[config.mk]
export PLATFORM = sky130hd
export DESIGN_NAME = dii_packet_arbiter
export DESIGN_NICKNAME = d
export VERILOG_FILES = /design/src/rtl/dii_packet_arbiter.sv
export SDC_FILE = /design/constraint.sdc
export NUM_CORES = 1
export LEC_CHECK = 0
export CELL_PAD_IN_SITES_DETAIL_PLACEMENT = 0
export CELL_PAD_IN_SITES_GLOBAL_PLACEMENT = 1
export CORE_MARGIN = 2
export CORE_UTILIZATION = 19
export DETAILED_ROUTE_END_ITERATION = 10
export PLACE_DENSITY = 0.89
export SLEW_MARGIN = 20
export SYNTH_ARGS = -nofsm -noshare
export SYNTH_HDL_FRONTEND = slang
export SYNTH_SLANG_ARGS = --single-unit
[constraint.sdc]
create_clock -name clk -period 1.3 [get_ports clk]
set_input_delay 0.26 -clock clk [delete_from_list [all_inputs] [get_ports clk]]
set_output_delay 0.26 -clock clk [all_outputs]
set_load 0.02 [all_outputs]
[src/rtl/dii_packet_arbiter.sv]
// dii_packet_arbiter
//
// Merges PORTS upstream DII channels onto a single downstream DII channel.
// Arbitration is packet-granular round-robin: once a port wins, it owns the
// output from its first beat through its last beat, so packets never
// interleave. The arbiter adds no buffering. Downstream signals are a
// combinational pass-through of the granted port.
//
// Ports:
//   clk            clock
//   rst            synchronous active-high reset
//   in_flat_data   upstream data, port i at [i*WIDTH +: WIDTH]
//   in_flat_first  per-port first-beat flag
//   in_flat_last   per-port last-beat flag
//   in_flat_valid  per-port valid
//   in_flat_ready  per-port ready
//   out_data       downstream data
//   out_first      downstream first-beat flag
//   out_last       downstream last-beat flag
//   out_valid      downstream valid
//   out_ready      downstream ready
//   grant          one-hot current owner, zero while idle
//   err_protocol   sticky protocol error (orphan beat, or a first flag
//                  arriving after a packet's first beat); cleared by rst only

module dii_packet_arbiter #(
    parameter int PORTS = 2,
    parameter int WIDTH = 16
) (
    input  logic                     clk,
    input  logic                     rst,
    input  logic [PORTS*WIDTH-1:0]   in_flat_data,
    input  logic [PORTS-1:0]         in_flat_first,
    input  logic [PORTS-1:0]         in_flat_last,
    input  logic [PORTS-1:0]         in_flat_valid,
    output logic [PORTS-1:0]         in_flat_ready,
    output logic [WIDTH-1:0]         out_data,
    output logic                     out_first,
    output logic                     out_last,
    output logic                     out_valid,
    input  logic                     out_ready,
    output logic [PORTS-1:0]         grant,
    output logic                     err_protocol
);

    localparam int          IW = (PORTS > 1) ? $clog2(PORTS) : 1;
    localparam int unsigned NP = PORTS;

    typedef enum logic {
        IDLE,
        BUSY
    } state_t;

    state_t           state_q, state_d;
    logic [IW-1:0]    gidx_q, gidx_d;
    logic [IW-1:0]    rr_ptr_q, rr_ptr_d;
    logic [PORTS-1:0] grant_q, grant_d;
    logic             beat_seen_q, beat_seen_d;
    logic             err_q, err_d;

    logic [WIDTH-1:0] in_data [PORTS];
    logic [PORTS-1:0] req;
    logic [PORTS-1:0] orphan;
    logic [IW-1:0]    winner;
    logic             win_found;
    int unsigned      scan_idx;
    logic             xfer;

    // Unpack the flat data bus so the granted port can be selected by index.
    always_comb begin
        for (int unsigned i = 0; i < NP; i++) begin
            in_data[i] = in_flat_data[i*WIDTH +: WIDTH];
        end
    end

    assign req    = in_flat_valid & in_flat_first;
    assign orphan = in_flat_valid & ~in_flat_first;

    // Round-robin scan starting at rr_ptr. The wrap is done by subtraction
    // so non-power-of-two PORTS never index past the last port.
    always_comb begin
        winner    = '0;
        win_found = 1'b0;
        scan_idx  = 0;
        for (int unsigned k = 0; k < NP; k++) begin
            scan_idx = 32'(rr_ptr_q) + k;
            if (scan_idx >= NP) begin
                scan_idx = scan_idx - NP;
            end
            if (!win_found && req[scan_idx[IW-1:0]]) begin
                win_found = 1'b1;
                winner    = scan_idx[IW-1:0];
            end
        end
    end

    // Next-state and output logic.
    always_comb begin
        state_d       = state_q;
        gidx_d        = gidx_q;
        grant_d       = grant_q;
        rr_ptr_d      = rr_ptr_q;
        beat_seen_d   = beat_seen_q;
        err_d         = err_q;
        in_flat_ready = '0;
        out_valid     = 1'b0;
        out_data      = in_data[gidx_q];
        out_first     = in_flat_first[gidx_q];
        out_last      = in_flat_last[gidx_q];
        xfer          = 1'b0;

        case (state_q)
            IDLE: begin
                // Orphans are accepted and dropped; requesters are held
                // until they are granted.
                in_flat_ready = orphan;
                if (|orphan) begin
                    err_d = 1'b1;
                end
                if (win_found) begin
                    state_d     = BUSY;
                    gidx_d      = winner;
                    grant_d     = PORTS'(1) << winner;
                    beat_seen_d = 1'b0;
                end
            end

            BUSY: begin
                out_valid             = in_flat_valid[gidx_q];
                in_flat_ready[gidx_q] = out_ready;
                xfer                  = in_flat_valid[gidx_q] & out_ready;
                if (xfer) begin
                    beat_seen_d = 1'b1;
                    // A second first flag is flagged but still forwarded.
                    if (in_flat_first[gidx_q] && beat_seen_q) begin
                        err_d = 1'b1;
                    end
                    if (in_flat_last[gidx_q]) begin
                        state_d  = IDLE;
                        grant_d  = '0;
                        rr_ptr_d = (gidx_q == IW'(PORTS - 1)) ? '0 : gidx_q + 1'b1;
                    end
                end
            end

            default: begin
                state_d = IDLE;
                grant_d = '0;
            end
        endcase

        // Nothing handshakes while reset is held, even mid-packet.
        if (rst) begin
            in_flat_ready = '0;
            out_valid     = 1'b0;
        end
    end

    always_ff @(posedge clk) begin
        if (rst) begin
            state_q     <= IDLE;
            gidx_q      <= '0;
            grant_q     <= '0;
            rr_ptr_q    <= '0;
            beat_seen_q <= 1'b0;
            err_q       <= 1'b0;
        end else begin
            state_q     <= state_d;
            gidx_q      <= gidx_d;
            grant_q     <= grant_d;
            rr_ptr_q    <= rr_ptr_d;
            beat_seen_q <= beat_seen_d;
            err_q       <= err_d;
        end
    end

    assign grant        = grant_q;
    assign err_protocol = err_q;

endmodule
* Word level (Yosys, flattened, before mapping)
Cells that the tools add are included.
** Word-level totals
- Latch bits :: 0
- Memories :: 0
- Memory bits (read-only) :: 0
- Register bits after elaboration :: 7
- Input bits :: 41
- Memory bits (writable) :: 0
** Operators by class
- Multipliers :: 0
- Reductions and logical operators :: 10
- Bitwise logic cells :: 7
- Shifts and indexed selects :: 1
- Order comparisons :: 7
- Mux-type cells :: 41
- Divide/modulo/power cells :: 0
- Equal/unequal tests :: 5
- Add/subtract/negate cells :: 4
** Operators with widths (number)
- two-way mux 16 bit :: 3
- two-way mux 1 bit :: 28
- AND reduction 3 bit :: 3
- two-way mux 2 bit :: 4
- one-hot mux 2 bit (2 select lines) :: 2
- AND 2 bit :: 3
- less-than comparator 1 x 2 -> 1 bit (second input constant) :: 3
- inequality test 2 bit (second input constant) :: 3
- one-hot mux 1 bit (2 select lines) :: 3
- greater-or-equal comparator 2 bit (second input constant) :: 2
- inequality test 2 x 1 -> 1 bit (second input constant) :: 2
- AND reduction 2 bit :: 2
- logical AND 1 bit :: 3
- adder 1 x 1 -> 2 bit (second input constant) :: 1
- greater-or-equal comparator 1 x 2 -> 1 bit (second input constant) :: 1
- NOT 1 -> 2 bit :: 1
- NOT 2 bit :: 1
- OR reduction 2 bit :: 1
- left shift 1 x 1 -> 2 bit (first input constant) :: 1
- subtractor 1 bit (second input constant) :: 2
- adder 1 bit (second input constant) :: 1
- AND 1 bit :: 1
- demux 1 bit (select 1 bit) :: 1
- greater-or-equal comparator 1 bit (second input constant) :: 1
- 2 further kinds :: 2

* Logic depth before layout (Yosys ltp)
- Depth in word-level cells :: 11
- Mapped depth :: 5

* Least setup slack after synthesis
No wires, ideal clock.
- Path kind :: register to output
- Start point :: register gidx_q
- End point :: output in_flat_ready[1]
- Cell stages (with the launch flop) :: 6
- Required time :: 1040 ps
- Setup slack :: -77 ps
- Data arrival time :: 1117 ps
- Path through :: dfxtp_1 > buf_6 > buf_2 > and3_1 > a21oi_1 > nor2_1
** Between the ends
- Longest elaborated chain between the ends :: 7
** RTL lines
- from (decl) :: line 55 : logic [IW-1:0] gidx_q, gidx_d;
- from (signal assigned) :: line 169 : gidx_q <= gidx_d;
- less-than comparator 1 x 2 -> 1 bit (implied by the code) / greater-or-equal comparator 1 bit (equally long branches) :: line 130 : in_flat_ready[gidx_q] = out_ready;
- logical AND 1 bit (implied by the code) :: line 130
- two-way mux 1 bit (implied by the code) :: line 130
- demux 1 bit (select 1 bit) * :: line 130
- AND 2 bit (no source line) *
- one-hot mux 2 bit (2 select lines) * :: line 112 : case (state_q)
- two-way mux 2 bit * :: line 153 : if (rst) begin
- to (decl) :: line 36 : output logic [PORTS-1:0] in_flat_ready,
Every way passes the cells marked *; elsewhere a longest branch is shown, timed or not.

* Worst setup path in the final report
- Start point :: register gidx_q
- End point :: output out_data[12]
** Between the ends
- Longest elaborated chain between the ends :: 4
** RTL lines
- NOT 1 -> 2 bit (implied by the code) :: line 107 : out_data = in_data[gidx_q];
- two-way mux 16 bit (implied by the code) (3 in series) :: line 107
- to (decl) :: line 37 : output logic [WIDTH-1:0] out_data,
Every way passes these cells. The select of a mux whose other input is x is not followed.

==> impl_metrics.env <==
export IMPL_run_status="finished with violations"
export IMPL_violations="negative setup slack"
export IMPL_final_cell_count_no_fill=202
export IMPL_endpoint_kind="output port"
export IMPL_seq_area_frac_synth=0.215
export IMPL_grt_setup_unrepaired="true"
export IMPL_holdPathStages=2
export IMPL_setup_viol=22
export IMPL_multiInputGateArea_sq_um=567
export IMPL_clock_path_buffers=2
export IMPL_die_h_microns=62.5
export IMPL_finalMaxSlewViolations=0
export IMPL_final_common_cell="clkdlybuf4s50_1"
export IMPL_clk_pin_slew_ns=0.05
export IMPL_grt_antenna_before_repair=0
export IMPL_hpwl_microns=2240
export IMPL_synth_compound_area_share=0.225
export IMPL_crit_type="reg2out"
export IMPL_first_pass_iters=3
export IMPL_worstHoldEndpoint="err_protocol"
export IMPL_cp_required_ns=1.04
export IMPL_wire_per_inst_microns=14.1
export IMPL_ant_nets=0
export IMPL_fin_crit_ns=1.55
export IMPL_r2r_start="gidx_q"
export IMPL_layout_setup_ws_ns=-0.246
export IMPL_timing_fmax_mhz=647
export IMPL_final_nets=198
export IMPL_yosysWarnings=0
export IMPL_finClkSkew_ns=0.000964
export IMPL_drt_iter0_markers=3
export IMPL_synthXorXnorAreaFrac=0
export IMPL_area_growth_pct=155
export IMPL_cts_root_buf="clkbuf_4"
export IMPL_synth_top_family_by_area="multiplexers"
export IMPL_hold_buffers=0
export IMPL_overflow=0
export IMPL_synth_simple_area_share=0.123
export IMPL_start_util=0.197
export IMPL_die_area_sq_mm=0.00391
export IMPL_cts_buffers=3
export IMPL_drc=0
export IMPL_cts_tree="yes"
export IMPL_htree_levels=1
export IMPL_post_drt_via_cell_ratio=4.43
export IMPL_clock_sinks=7
export IMPL_antennaDiodeCount=0
export IMPL_dpl_cell_count=196
export IMPL_syn_avg_cell_area_sq_um=9.29
export IMPL_num_fill_cells=324
export IMPL_clk_latency_ns=0.27
export IMPL_synthAdderAreaFrac=0
export IMPL_syn_area_sq_um=651
export IMPL_route_vias_total=895
export IMPL_maxCapViolations=0
export IMPL_first_global_vias=945
export IMPL_synth_nets=111
export IMPL_r2r_slack_ns=-0.02
export IMPL_rows=21
export IMPL_power_density_mw_per_mm2=632
export IMPL_r2r_end="rr_ptr_q"
export IMPL_gp_congestion=0.831
export IMPL_leakage_nw=0.710
export IMPL_mostFrequentLayoutCells="clkdlybuf4s50_1, buf_6, buf_4, mux2_4, dfxtp_1"
export IMPL_critical_path_max_fanout=8
export IMPL_hold_class="reg2reg"
export IMPL_track_usage=0.141
export IMPL_relSlewSlack=0.814
export IMPL_setup_tns_ns=-4.17
export IMPL_ir_drop_mv=0.307
export IMPL_drt_wl_total_microns=2840
export IMPL_core_area_sq_mm=0.00331
export IMPL_start_kind="register"
export IMPL_hold_viol_final=0
export IMPL_ios=65
export IMPL_synthDistinctLibCells=32
export IMPL_numPortBuffers=64
export IMPL_grt_pass1_wl_microns=4430
export IMPL_hp_start="err_protocol"
export IMPL_regArea_sq_um=144
export IMPL_muxShareOfSynthArea=0.367
export IMPL_synth_seq_cells=7
export IMPL_dieWidth_microns=62.5
export IMPL_arrival_ns=1.29
export IMPL_fin_crit_sh=1.19
export IMPL_postSynthCellCount=70
export IMPL_drive_gt1_frac=0.526
export IMPL_grt_max_degree=10
export IMPL_worstMarginPinSlew_ns=0.279
export IMPL_r2r_cells=5
[report_power, final]
part | switching (W) | total, W | internal, W | leakage (nW)
logic | 0.000237 | 0.000592 | 0.000355 | 0.637
clock network | 0.0000953 | 0.000213 | 0.000118 | 0.0150
registers | 0.0000136 | 0.000242 | 0.000228 | 0.0582
[registers in the layout, summed over array words and instances (netlist names)]
name and cells:
err_protocol 1, rr_ptr_q 1, state_q 1, gidx_q 1, beat_seen_q 1, grant 2
[how the worst max path moves through the flow]
| stage | from | endpoint | slack (ns) | cells past startpoint |
|---|---|---|---|---|
| finish | gidx_q | out_data[12] | -0.25 | 3 |
| global route | gidx_q | out_data[12] | -0.30 | 3 |
| CTS | gidx_q | in_flat_ready[0] | -0.24 | 5 |
| detailed placement | in_flat_valid[1] | in_flat_ready[1] | -0.72 | 5 |
| global placement | in_flat_valid[1] | in_flat_ready[1] | -0.72 | 5 |
| floorplan | gidx_q | out_data[0] | 0.00006 | 3 |
[metal layers]
metal	global-route usage	vias to the layer above	share of wire
met2	0.245	39	0.50
met4	0.0528	0	0.019
met3	0.0577	7	0.077
li1	-	442	-
met1	0.154	407	0.40
met5	0	-	0
[worst max-delay path: stages (launching register included)]
cell and delay (ns):
dfxtp_4 0.37, buf_6 0.15, mux2_2 0.34, buf_2 0.16
[cell families (layout without fill, tap and decap cells)]
family,after synthesis,count (layout)
muxes,20,20
AOI/OAI and AO/OA,19,19
buffers and inverters,9,95
and+or+nand+nor,15,15
DFF,7,7
[cell usage after synthesis, drive strengths merged]
library cell | count | area share
a21o | 1 | 0.012
a21oi | 4 | 0.031
a221oi | 1 | 0.023
a22oi | 1 | 0.019
a311o | 1 | 0.015
a311oi | 1 | 0.023
a31oi | 4 | 0.038
and2 | 1 | 0.0096
and3 | 1 | 0.0096
and3b | 1 | 0.013
buf | 5 | 0.046
dfxtp | 7 | 0.22
inv | 4 | 0.023
mux2 | 18 | 0.32
mux2i | 2 | 0.050
nand2 | 3 | 0.021
nand3 | 2 | 0.015
nand4 | 1 | 0.0096
nor2 | 3 | 0.017
nor2b | 2 | 0.019
nor3 | 1 | 0.0077
o2111ai | 1 | 0.013
o21ai | 3 | 0.023
o221ai | 2 | 0.027
[metrics by stage]
step | instance area (sq um) | utilization | total power (W) | worst slack [ns] | hold WS (ns)
final | 1660 | 0.501 | 0.00105 | -0.246 | 0.461
after floorplan | 658 | - | 0.000460 | 0.0000591 | 0.377
after CTS | 1620 | 0.488 | 0.00103 | -0.239 | 0.468
after global routing | 1660 | 0.501 | 0.00110 | -0.297 | 0.490
after global placement | 1480 | 0.448 | 0.000764 | -0.723 | 0.449
after detailed placement | 1480 | 0.448 | 0.000773 | -0.722 | 0.463
[layout make-up]
class | instances | share of cell area
Clock buffer | 4 | 0.0158
Inverter | 4 | 0.00906
Multi-Input combinational cell | 54 | 0.342
Sequential cell | 7 | 0.0868
Tap cell | 46 | 0.0347
Timing Repair Buffer | 87 | 0.512
[what timing repair did]
action,CTS,global route
resized for setup,147,12
cloned,0,0
pin swaps,3,5
buffers inserted,3,1
setup endpoints to repair,30,28
No activity file was read; power rests on OpenSTA's default activity.
